[src/rtl/mips_pkg.sv]
// Shared definitions for the MIPS pipeline stages: FSM states, datapath
// defaults and the field widths of the MEM/WB record.
package mips_pkg;

  localparam int DATA_WIDTH_DEF  = 32;
  localparam int REG_INDEX_WIDTH = 5;
  localparam int TIMER_WIDTH     = 8;

  // MEM/WB record layout shared with the write-back stage.
  localparam int WB_CTRL_WIDTH   = 2;  // RegWrite, MemtoReg
  localparam int WB_FLAG_WIDTH   = 2;  // misaligned, bus_error
  localparam int WB_RECORD_WIDTH = WB_CTRL_WIDTH + WB_FLAG_WIDTH + REG_INDEX_WIDTH
                                 + 2 * DATA_WIDTH_DEF;

  typedef enum logic [1:0] {
    IDLE   = 2'd0,
    ACCESS = 2'd1,
    RETIRE = 2'd2
  } state_t;

  // Word accesses must have the two low address bits clear.
  function automatic logic is_misaligned(input logic [1:0] addr_lo);
    return addr_lo != 2'b00;
  endfunction

endpackage

[src/rtl/memory_stage_ack_timer.sv]
// Acknowledge watchdog: cleared when a request starts, counts request cycles,
// and flags the last cycle the stage is willing to wait.
module ack_timer
  import mips_pkg::*;
#(
  parameter int ACK_TIMEOUT = 16
) (
  input  logic clock,
  input  logic reset_n,
  input  logic load,
  input  logic inc,
  output logic expired
);

  localparam logic [TIMER_WIDTH-1:0] LAST_COUNT = TIMER_WIDTH'(ACK_TIMEOUT - 1);

  logic [TIMER_WIDTH-1:0] count;

  // Count request cycles; load restarts from zero for a new request.
  always_ff @(posedge clock or negedge reset_n) begin
    if (!reset_n)  count <= '0;
    else if (load) count <= '0;
    else if (inc)  count <= count + 1'b1;
  end

  assign expired = (count == LAST_COUNT);

endmodule

[src/rtl/memory_stage.sv]
// MEM step of the MIPS pipeline: latches one instruction from execute, runs
// its load/store against a variable-latency memory, resolves the branch and
// presents one registered MEM/WB record per instruction.
//
// Handshake: execute -> stage transfers on a rising edge where in_valid and
// in_ready are both high; in_ready is low only while a memory access is open,
// so RETIRE can accept the next instruction back-to-back.
module memory_stage
  import mips_pkg::*;
#(
  parameter int DATA_WIDTH  = DATA_WIDTH_DEF,
  parameter int ACK_TIMEOUT = 16
) (
  input  logic                       clock,
  input  logic                       reset_n,
  input  logic                       in_valid,
  output logic                       in_ready,
  input  logic                       RegWrite,
  input  logic                       MemtoReg,
  input  logic                       MemRead,
  input  logic                       MemWrite,
  input  logic                       Branch,
  input  logic [DATA_WIDTH-1:0]      ALU_result,
  input  logic [DATA_WIDTH-1:0]      read_data_2,
  input  logic [DATA_WIDTH-1:0]      add_result,
  input  logic                       Zero,
  input  logic [REG_INDEX_WIDTH-1:0] write_register_index,
  output logic                       mem_req,
  output logic                       mem_we,
  output logic [DATA_WIDTH-1:0]      mem_addr,
  output logic [DATA_WIDTH-1:0]      mem_wdata,
  input  logic                       mem_ack,
  input  logic [DATA_WIDTH-1:0]      mem_rdata,
  output logic                       wb_valid,
  output logic                       wb_RegWrite,
  output logic                       wb_MemtoReg,
  output logic [DATA_WIDTH-1:0]      wb_read_data,
  output logic [DATA_WIDTH-1:0]      wb_ALU_result,
  output logic [REG_INDEX_WIDTH-1:0] wb_write_register_index,
  output logic                       PCSrc,
  output logic [DATA_WIDTH-1:0]      branch_target,
  output logic                       misaligned,
  output logic                       bus_error
);

  state_t state, state_next;

  logic ready_en;
  logic accept, mem_in, mis_in;
  logic retire_direct, retire_mem, retire_err;
  logic timer_load, timer_inc, timer_expired;

  // Instruction held for the duration of a memory access.
  logic                       lat_reg_write, lat_memto_reg;
  logic                       lat_is_store, lat_is_load;
  logic                       lat_branch, lat_zero;
  logic [DATA_WIDTH-1:0]      lat_alu, lat_wdata, lat_add;
  logic [REG_INDEX_WIDTH-1:0] lat_wr_idx;

  assign in_ready = ready_en && (state != ACCESS);
  assign accept   = in_valid && in_ready;
  assign mem_in   = MemRead || MemWrite;
  assign mis_in   = mem_in && is_misaligned(ALU_result[1:0]);

  assign mem_req   = (state == ACCESS);
  assign mem_we    = mem_req && lat_is_store;
  assign mem_addr  = lat_alu;
  assign mem_wdata = lat_wdata;

  ack_timer #(.ACK_TIMEOUT(ACK_TIMEOUT)) u_ack_timer (
    .clock   (clock),
    .reset_n (reset_n),
    .load    (timer_load),
    .inc     (timer_inc),
    .expired (timer_expired)
  );

  // in_ready stays low through reset and comes up on the first edge after it.
  always_ff @(posedge clock or negedge reset_n) begin
    if (!reset_n) ready_en <= 1'b0;
    else          ready_en <= 1'b1;
  end

  // State register.
  always_ff @(posedge clock or negedge reset_n) begin
    if (!reset_n) state <= IDLE;
    else          state <= state_next;
  end

  // Next state and retirement source; an ack in the timeout cycle wins.
  always_comb begin
    state_next    = (state == RETIRE) ? IDLE : state;
    retire_direct = 1'b0;
    retire_mem    = 1'b0;
    retire_err    = 1'b0;
    timer_load    = 1'b0;
    timer_inc     = 1'b0;
    case (state)
      IDLE, RETIRE: begin
        if (accept) begin
          if (mem_in && !mis_in) begin
            state_next = ACCESS;
            timer_load = 1'b1;
          end else begin
            state_next    = RETIRE;
            retire_direct = 1'b1;
          end
        end
      end
      ACCESS: begin
        timer_inc = 1'b1;
        if (mem_ack) begin
          state_next = RETIRE;
          retire_mem = 1'b1;
        end else if (timer_expired) begin
          state_next = RETIRE;
          retire_err = 1'b1;
        end
      end
      default: state_next = IDLE;
    endcase
  end

  // Capture the accepted instruction; MemWrite outranks MemRead.
  always_ff @(posedge clock or negedge reset_n) begin
    if (!reset_n) begin
      lat_reg_write <= 1'b0;
      lat_memto_reg <= 1'b0;
      lat_is_store  <= 1'b0;
      lat_is_load   <= 1'b0;
      lat_branch    <= 1'b0;
      lat_zero      <= 1'b0;
      lat_alu       <= '0;
      lat_wdata     <= '0;
      lat_add       <= '0;
      lat_wr_idx    <= '0;
    end else if (accept) begin
      lat_reg_write <= RegWrite;
      lat_memto_reg <= MemtoReg;
      lat_is_store  <= MemWrite;
      lat_is_load   <= MemRead && !MemWrite;
      lat_branch    <= Branch;
      lat_zero      <= Zero;
      lat_alu       <= ALU_result;
      lat_wdata     <= read_data_2;
      lat_add       <= add_result;
      lat_wr_idx    <= write_register_index;
    end
  end

  // MEM/WB record: pulses last one cycle, data fields hold between retirements.
  always_ff @(posedge clock or negedge reset_n) begin
    if (!reset_n) begin
      wb_valid                <= 1'b0;
      wb_RegWrite             <= 1'b0;
      wb_MemtoReg             <= 1'b0;
      wb_read_data            <= '0;
      wb_ALU_result           <= '0;
      wb_write_register_index <= '0;
      PCSrc                   <= 1'b0;
      branch_target           <= '0;
      misaligned              <= 1'b0;
      bus_error               <= 1'b0;
    end else begin
      wb_valid   <= 1'b0;
      PCSrc      <= 1'b0;
      misaligned <= 1'b0;
      bus_error  <= 1'b0;
      if (retire_direct) begin
        // Non-memory or misaligned: retires straight from the execute inputs.
        wb_valid                <= 1'b1;
        wb_RegWrite             <= RegWrite && !MemWrite && !mis_in;
        wb_MemtoReg             <= MemtoReg && !mis_in;
        wb_ALU_result           <= ALU_result;
        wb_write_register_index <= write_register_index;
        PCSrc                   <= Branch && Zero && !mis_in;
        branch_target           <= add_result;
        misaligned              <= mis_in;
      end else if (retire_mem || retire_err) begin
        wb_valid                <= 1'b1;
        wb_RegWrite             <= lat_reg_write && !lat_is_store && !retire_err;
        wb_MemtoReg             <= lat_memto_reg && !retire_err;
        wb_ALU_result           <= lat_alu;
        wb_write_register_index <= lat_wr_idx;
        PCSrc                   <= lat_branch && lat_zero && !retire_err;
        branch_target           <= lat_add;
        bus_error               <= retire_err;
        if (retire_mem && lat_is_load) wb_read_data <= mem_rdata;
      end
    end
  end

endmodule

[config.mk]
export PLATFORM = sky130hd
export DESIGN_NAME = memory_stage
export DESIGN_NICKNAME = d
export VERILOG_FILES = /design/src/rtl/mips_pkg.sv /design/src/rtl/memory_stage_ack_timer.sv /design/src/rtl/memory_stage.sv
export SDC_FILE = /design/constraint.sdc
export NUM_CORES = 1
export LEC_CHECK = 0
export CAP_MARGIN = 5
export CORE_MARGIN = 5
export CORE_UTILIZATION = 40
export DETAILED_ROUTE_END_ITERATION = 8
export PLACE_DENSITY = 0.72
export SYNTH_ARGS = -nofsm -noshare
export SYNTH_HDL_FRONTEND = slang
export SYNTH_SLANG_ARGS = --single-unit
[constraint.sdc]
create_clock -name clock -period 4.65 [get_ports clock]
set_input_delay 0.6975 -clock clock [delete_from_list [all_inputs] [get_ports clock]]
set_output_delay 0.6975 -clock clock [all_outputs]
set_load 0.05 [all_outputs]
Word-level counts from Yosys, hierarchy flattened --
Cells that the tools add are included.
Word-level totals: flip-flop bits (word level) 225, bits of input ports 143, output and inout port bits 174, logic and storage cells 95
Cells by class: add/sub/neg operators 1, eq/ne operators 4, mux-type cells 37, bitwise logic cells 1, reductions and logical operators 29
Operators with widths (number):
- $mux 32 | 4
- $mux 1 | 23
- $logic_and 1x1->1 | 17
- $mux 8 | 2
- $mux 2 | 5
- $mux 5 | 2
- $add 8x1->8 const B | 1
- $eq 8x4->1 const B | 1
- $reduce_bool 2->1 | 3
- $logic_not 1->1 | 4
- $pmux 2 s2 | 1
- $reduce_and 3->1 | 1
- $eq 2x1->1 const B | 1
- $eq 2x2->1 const B | 1
- $logic_not 2->1 | 1
- $logic_or 1x1->1 | 2
- $ne 2x1->1 const B | 1
- $reduce_or 2->1 | 1
- $not 1->1 | 1

Longest topological paths before layout --
Gate-level depths: netlist of the first run.
depth in word-level cells 9, depth in mapped cells 7, mapped depth without buffers 6

By module --
From an unflattened synthesis of the first run, not the netlist that was laid out.
Second synthesis, totals: cells, all modules 780, area total of the unflattened synthesis 9845.7 um2
Modules (own cells, without submodules):
- memory_stage | times used 1, cells each 741, area each 9451.6 um2, seq. area each 5430.2 um2
- ack_timer | times used 1, cells each 39, area each 394.1 um2, seq. area each 200.2 um2

Worst setup path after synthesis of the first run --
OpenSTA, ideal clock, no wires.
kind flip-flop to output port, from register state[1], to output mem_we, arrival time 1.887 ns, required time 3.953 ns, setup slack 2.065 ns, cell stages (with the launch flop) 6, buffers on the path 2, cells stage by stage dfrtp_1 -> nand2b_1 -> inv_1 -> buf_2 -> buf_1 -> and2_1
Between the ends: word-level cells in the longest chain between the ends 2
Ends and longest elaborated chain:
- from (decl) | RTL line memory_stage.sv:46 | state_t state, state_next;
- from (signal assigned) | RTL line memory_stage.sv:87 | else state <= state_next;
- $eq 2x1->1 | RTL line memory_stage.sv:65 | assign mem_req = (state == ACCESS);
- named net mem_req | RTL line memory_stage.sv:28 | output logic mem_req,
- $logic_and 1x1->1 | RTL line memory_stage.sv:66 | assign mem_we = mem_req && lat_is_store;
- to (decl) | RTL line memory_stage.sv:29 | output logic mem_we,
The timed path passes the listed nets, and every way through them passes these cells.

Worst setup path after layout of the first run --
from register state[0], to output in_ready
Between the ends: word-level cells in the longest chain between the ends 2
Ends and longest elaborated chain:
- $ne 2x1->1 | RTL line memory_stage.sv:60 | assign in_ready = ready_en && (state != ACCESS);
- $logic_and 1x1->1 | RTL line memory_stage.sv:60
- to (decl) | RTL line memory_stage.sv:17 | output logic in_ready,
No other way between the ends.

==> metrics.md, run 1 <==
| Metric | Value |
|---|---|
| RD Place Congestion | 0.756 |
| Hold slack | 0.293 ns |
| Maximum VDD drop | 0.340 mV |
| Syn_area_per_cell | 12.6 µm² |
| Residual DRC count | 0 |
| Crit path max fanout | 74 |
| Hold Vio Cnt, Final | 0 |
| Setup Skew | 0.0258 ns |
| CTS resizes | 0 |
| Storage cell area | 5630 µm² |
| Hold Crit Class | in2async |
| Final #Nets | roughly 1200 |
| Vias in the first global route | 7669 |
| 1st-iter DRT viols | 410 |
| CP cell instances | nand2b_2 > buf_4 > and2_1 > clkdlybuf4s50_1 |
| Global-route wire length before repair | 42.6 mm |
| CTS Sinks | 225 |
| Post-synth ARST share | 100% |
| Total track usage | 20.1% |
| Worst-margin pin slew | 0.994 ns |
| Outcome | complete, no violations |
| Initial Util | 40.6% |
| Multi-input combinational cell area | 3290 µm² |
| Die X | 162 µm |
| Top cells by area, synth | dfrtp_1, mux2_2, a21oi_1 |
| Type of origin of the critical path | register |
| CTS Buf Count | 26 |
| H-tree depth | 1 |
| Setup slack of the most critical reg-to-reg path | roughly 1.8 ns |
| Flops & latches, synth | 225 |
| Synth top area share | roughly three fifths |
| Sequential area share after synthesis | roughly three fifths |
| Final wirelength | between 20 and 30 mm |
| Grt ovf | 0 |
| Die area | 26200 µm² |
| Post-Synthesis Cells | 731 |
| Final core utilization | 59.6% |
| Clock Tree Root | clkbuf_16 |
| Placed cells | 1287 |
| HPWL Detailed | 17.9 mm |
| Worst Path Class, Setup | reg2out |
| CTS Buffer Depth | 3 |
| Finished Layout Cells | approximately 1300 |
| Setup TNS | 0 ns |
| Total I/O pin count | 317 |
| DRT Pass-1 Iters | 4 |
| Commonest cells in the netlist | dfrtp_1, mux2_2, a21oi_1 |
| Syn_nets | between 800 and 900 |
| Synthesized cell area | around 9200 µm² |
| Slew headroom | about a third |
| Final Setup Violations | 0 |
| Via count | roughly 7100 |
| Core ar. | between 20000 and 25000 µm² |
| Top-count cell post-synth | dfrtp_1 |
| Fmax | 293 MHz |
| # Max-Cap Violations | 0 |
| Routed Antenna Nets | 0 |
| CTS clk-pin slew, worst paths | roughly 0.060 ns |
| Routed wire per std cell | slightly above 20 µm |
| Reg-to-reg endpoint | mem_wdata[23] |
| Post-route setup slack | 1.24 ns |
| Initial antenna violation count | 1 |
| PwrDens | roughly 520 nW/µm² |
| DP Area | approximately 13000 µm² |
| DR vias/cell | 5.33 |
| CTS tree | yes |
| Worst setup EP type | output port |
| Fillers | 1851 |
| Period utilization | 73.4% |
| Final min period | 3.41 ns |
| Main flop type after synthesis | dfrtp_1 |
| Slowest-stage cell, CP | clkdlybuf4s50_1 |
| Post-synth EDFFs | 0 |
| Latest clock arrival within the worst-skew pair | 0.53 ns |
| Hold_buf cts | 0 |
| Share of cells above drive strength 1 | 19.9% |
| Post-synth cell types | 43 |
| Req. time, crit path | between 3 and 4 ns |
| Yosys top cell by area | dfrtp_1 |
| Slowest stage delay, CP | 0.82 ns |
| Synth Warn # | 0 |
| Pre-CTS setup slack | 1.42 ns |
| Post-route cell area | 13500 µm² |
| Cell depth of the worst flop-to-flop path | 5 |
| Arrival time worst endpoint | about 2.7 ns |
| Total power | 6.99 mW |
| Post-CTS Setup Bufs | 0 |
| RSZ-0062 raised after global routing | no |
| Leak | 5.72 nW |
| Chip height | ~160 µm |
| Syn-to-layout area delta | 46.6% |
| Row count | 55 |
| Largest net degree at the start of global routing | approximately 130 |
| Port bufs | ~320 |
| Max Slew Vio Count | 0 |
| RR Startpoint | state[0] |
## report_power, final
group	internal, mW	switching, mW	total (mW)
logic	0.852	1.48	2.33
clock network	1.33	0.805	2.14
registers	2.32	0.203	2.52
total	4.50	2.49	6.99
## worst max-delay path: cells and delay by family (launching register included)
kind	cells	cell delay [ns]
buffers and inverters	2	1.47
DFF	1	0.39
and+or+nand+nor	2	0.30
## how the worst max path moves through the flow
stage | startpoint | end | cells past startpoint
finish | state[0] | in_ready | 4
global route | state[0] | in_ready | 4
CTS | state[0] | in_ready | 4
detailed placement | ALU_result[0] | wb_write_register_index[3] | 6
global placement | ALU_result[0] | wb_ALU_result[1] | 6
floorplan | state[1] | mem_we | 5
## cell usage in the layout, fill, tap and decap left out, types with 2 or more instances in the layout
cell type        instances
a21oi_1                 61
a221o_1                 12
a31oi_1                 46
and2_1                   2
and3_1                  13
buf_4                   11
bufinv_16                3
clkbuf_1                 2
clkbuf_16               26
clkbuf_8                 9
clkdlybuf4s50_1        315
clkinv_2                 3
dfrtp_1                225
inv_1                   15
mux2_2                 138
mux2i_1                  2
nand2_1                 12
nand3_1                  5
nor2_1                  51
o21ai_0                 50
o31ai_1                  2
o32ai_1                  7
o32ai_2                  5
or3_1                    2
or4_1                    2
xnor2_1                  2
## area by class of cell
class | count | area share, %
clock inverter | 8 | 0.980
inverter | 16 | 0.444
sequential | 225 | 41.6
antenna | 1 | 0.0185
timing repair buffer | 328 | 24.2
multi-input combinational | 433 | 24.3
tap | 285 | 2.64
clock buffer | 37 | 5.78
## layer usage
metal	vias up	part of all wire, %	global-route usage (%)
met5	-	0	0
met4	0	2.3	5.23
met3	45	11	7.97
met2	291	47	32.3
met1	3545	40	25.5
li1	3228	-	-
## cell families after synthesis
| family | synth area share, % |
|---|---|
| buf+inv | 3.58 |
| compound gates | 13.0 |
| fa+ha+maj | 0.136 |
| flops | 61.0 |
| xor+xnor | 0.190 |
| simple gates | 5.00 |
| other cells | 0.0406 |
| mux | 17.1 |
Note: power is estimated with default switching activity, not from simulation.
==> run 2: changes to the inputs <==
Settings changed: PLACE_DENSITY 0.72 to 0.75.
Clock period 4.65 ns to 2.8 ns, I/O delays scaled along.
==> run 2 against run 1 <==
Compared with the run above:
- non-clock buffer count up 10
- final cell count is 0.68% higher
- combinational power up 67%
- register-to-register slack worse by 1.5 ns
- flip-flop and latch count unchanged
- wire length is 1.1% lower
- clock skew fell by 0.013 ns
==> metrics.md, run 2 (synthesis results as in run 1) <==
| Metric | Value |
|---|---|
| DR vias/cell | 5.26 (-1.3%) |
| Hold Crit Class | reg2reg |
| Slowest-stage cell, CP | nand2b_2 |
| H-tree depth | 1 (unchanged) |
| Final #Nets | 1183 (+0.77%) |
| Stages on worst setup path | 4 (unchanged) |
| Routed wire per std cell | 19.9 µm (-1.8%) |
| Crit path max fanout | 24 (-68%) |
| CTS tree | yes |
| CP top delay family | buffers and inverters |
| Hold Path Sink | lat_add[13] |
| # Max-Cap Violations | 0 (unchanged) |
| CTS clk-pin slew, worst paths | 0.06 ns (about the same) |
| Setup TNS | 0 ns (unchanged) |
| Row count | 55 (unchanged) |
| 1st-iter DRT viols | 338 (-18%) |
| CTS Buf Count | 25 (-3.8%) |
| Leak | 5.74 nW (+0.37%) |
| Worst-margin pin slew | 0.754 ns (-0.240 ns) |
| Core ar. | 22700 µm² (unchanged) |
| RD Place Congestion | 0.808 (+6.9%) |
| RR Startpoint | u_ack_timer.count[6] |
| Via count | 7064 (-0.63%) |
| Total track usage | 20.1% (about the same) |
| Global-route wire length before repair | 42.7 mm (+0.26%) |
| WP buf/inv | 3 (+1) |
| Max Slew Vio Count | 0 (unchanged) |
| Slowest stage delay, CP | 0.43 ns (-0.39 ns) |
| Type of origin of the critical path | register |
| Crit path from | state[1] |
| Setup slack of the most critical reg-to-reg path | 0.32 ns (-1.50 ns) |
| Chip height | 162 µm (unchanged) |
| Hold path startpoint | lat_add[13] |
| PwrDens | 833 nW/µm² (+61%) |
| CTS Sinks | 225 (unchanged) |
| Clock Tree Root | clkbuf_16 |
| Pre-CTS setup slack | 0.317 ns (-1.10 ns) |
| Share of cells above drive strength 1 | 20.5% (+0.59 points) |
| DRT Pass-1 Iters | 4 (unchanged) |
| Final min period | around 2.6 ns |
| Total I/O pin count | 317 (unchanged) |
| Req. time, crit path | 2.38 ns (-1.57 ns) |
| Vias in the first global route | 7530 (-1.8%) |
| Leading cell type in the layout, fill and taps excluded | clkdlybuf4s50_1 |
| Cell depth of the worst flop-to-flop path | 5 (unchanged) |
| Post-route setup slack | 0.194 ns (-1.04 ns) |
| Worst Path Class, Setup | reg2out |
| Fmax | 384 MHz |
| Worst setup EP type | output port |
| Outcome | complete, no violations |
| Most frequent cells in the layout | clkdlybuf4s50_1, dfrtp_1, mux2_2, a21oi_1, nor2_1 |
| Port bufs | 316 (unchanged) |
| Arrival time worst endpoint | 2.19 ns (-0.53 ns) |
| Grt ovf | 0 (unchanged) |
| Slew headroom | 49.6% (+16 points) |
| Routed Antenna Nets | 0 (unchanged) |
| Initial Util | 40.6% (unchanged) |
| Syn-to-layout area delta | 47.2% |
| Maximum VDD drop | 0.562 mV (+65%) |
| Reg-to-reg endpoint | wb_ALU_result[28] |
| Largest net degree at the start of global routing | 87 (-33%) |
| Post-CTS Setup Bufs | 0 (unchanged) |
| Residual DRC count | 0 (unchanged) |
| Hold Vio Cnt, Final | 0 (unchanged) |
| Final Setup Violations | 0 (unchanged) |
| Final core utilization | 59.8% (+0.27 points) |
| Hold Path Cell Cnt | 1 |
| Period utilization | 93.1% |
| Latest clock arrival within the worst-skew pair | 0.51 ns (-0.02 ns) |
| Final wirelength | 26.7 mm (-1.1%) |
| Die area | 26200 µm² (unchanged) |
| HPWL Detailed | 18.0 mm (+0.88%) |
| RSZ-0062 raised after global routing | no |
| CP cell instances | nand2b_2 > inv_4 > buf_4 > buf_12 |
| Initial antenna violation count | 2 (+1) |
| Die X | 162 µm (unchanged) |
| CTS Buffer Depth | 3 (unchanged) |
| Setup Skew | 0.0123 ns (-0.0135 ns) |
## run 2: cell types whose count changed in the layout (fill, tap and decap cells not counted), moves of 3 or more
cell	change
buf_12	+7
buf_4	+5
clkbuf_1	+3
clkbuf_8	-4
clkdlybuf4s50_1	-3
clkinvlp_4	+3
## run 2: worst max path at each step
stage                                    to  slack (ns)
final                               mem_req        0.19
after global routing                mem_req        0.11
after detailed placement  wb_ALU_result[28]        0.32
after floorplan                      mem_we        0.49
after CTS                           mem_req        0.07
after global placement     wb_ALU_result[7]        0.37
## run 2: cell type report
cell class | instances | area [µm²]
Inverter | 16 | 62.6
Timing Repair Buffer | 338 | 3430
Clock buffer | 35 | 713
Sequential cell | 225 | 5630
Tap cell | 285 | 357
Multi-Input combinational cell | 433 | 3290
Antenna cell | 1 | 2.50
Fill cell | 1846 | 9120
Clock inverter | 9 | 103
## run 2: stage by stage
step | hold slack [ns] | instances | area [µm²] | power [mW]
2_1_floorplan | 0.124 | 731 | 9230 | 6.60
3_3_place_gp | 0.479 | 1296 | 12800 | 8.10
3_5_place_dp | 0.485 | 1296 | 12800 | 8.16
4_1_cts | 0.478 | 1341 | 13600 | 11.5
5_1_grt | 0.500 | 1342 | 13600 | 11.8
6_report | 0.497 | 1342 | 13600 | 11.3
## run 2: report_power, final
group	total (mW)	leakage, nW	internal, mW	switching [mW]
Sequential	4.20	2.70	3.85	0.343
Combinational	3.89	2.65	1.44	2.45
Clock	3.24	0.394	1.95	1.28
Total	11.3	5.74	7.24	4.08
## run 2: metal layers
layer	global-route usage (%)	wire length [µm]
met5	0	12
met4	6.07	802
met3	7.71	2650
met2	32.5	12400
met1	25.2	10800
## run 2: repair_timing
action                                 in CTS  in global routing
resized for setup                           0                  2
hold buffers                                1                  0
setup endpoints to repair                   0                  1
endpoints found under the hold margin      83                  0
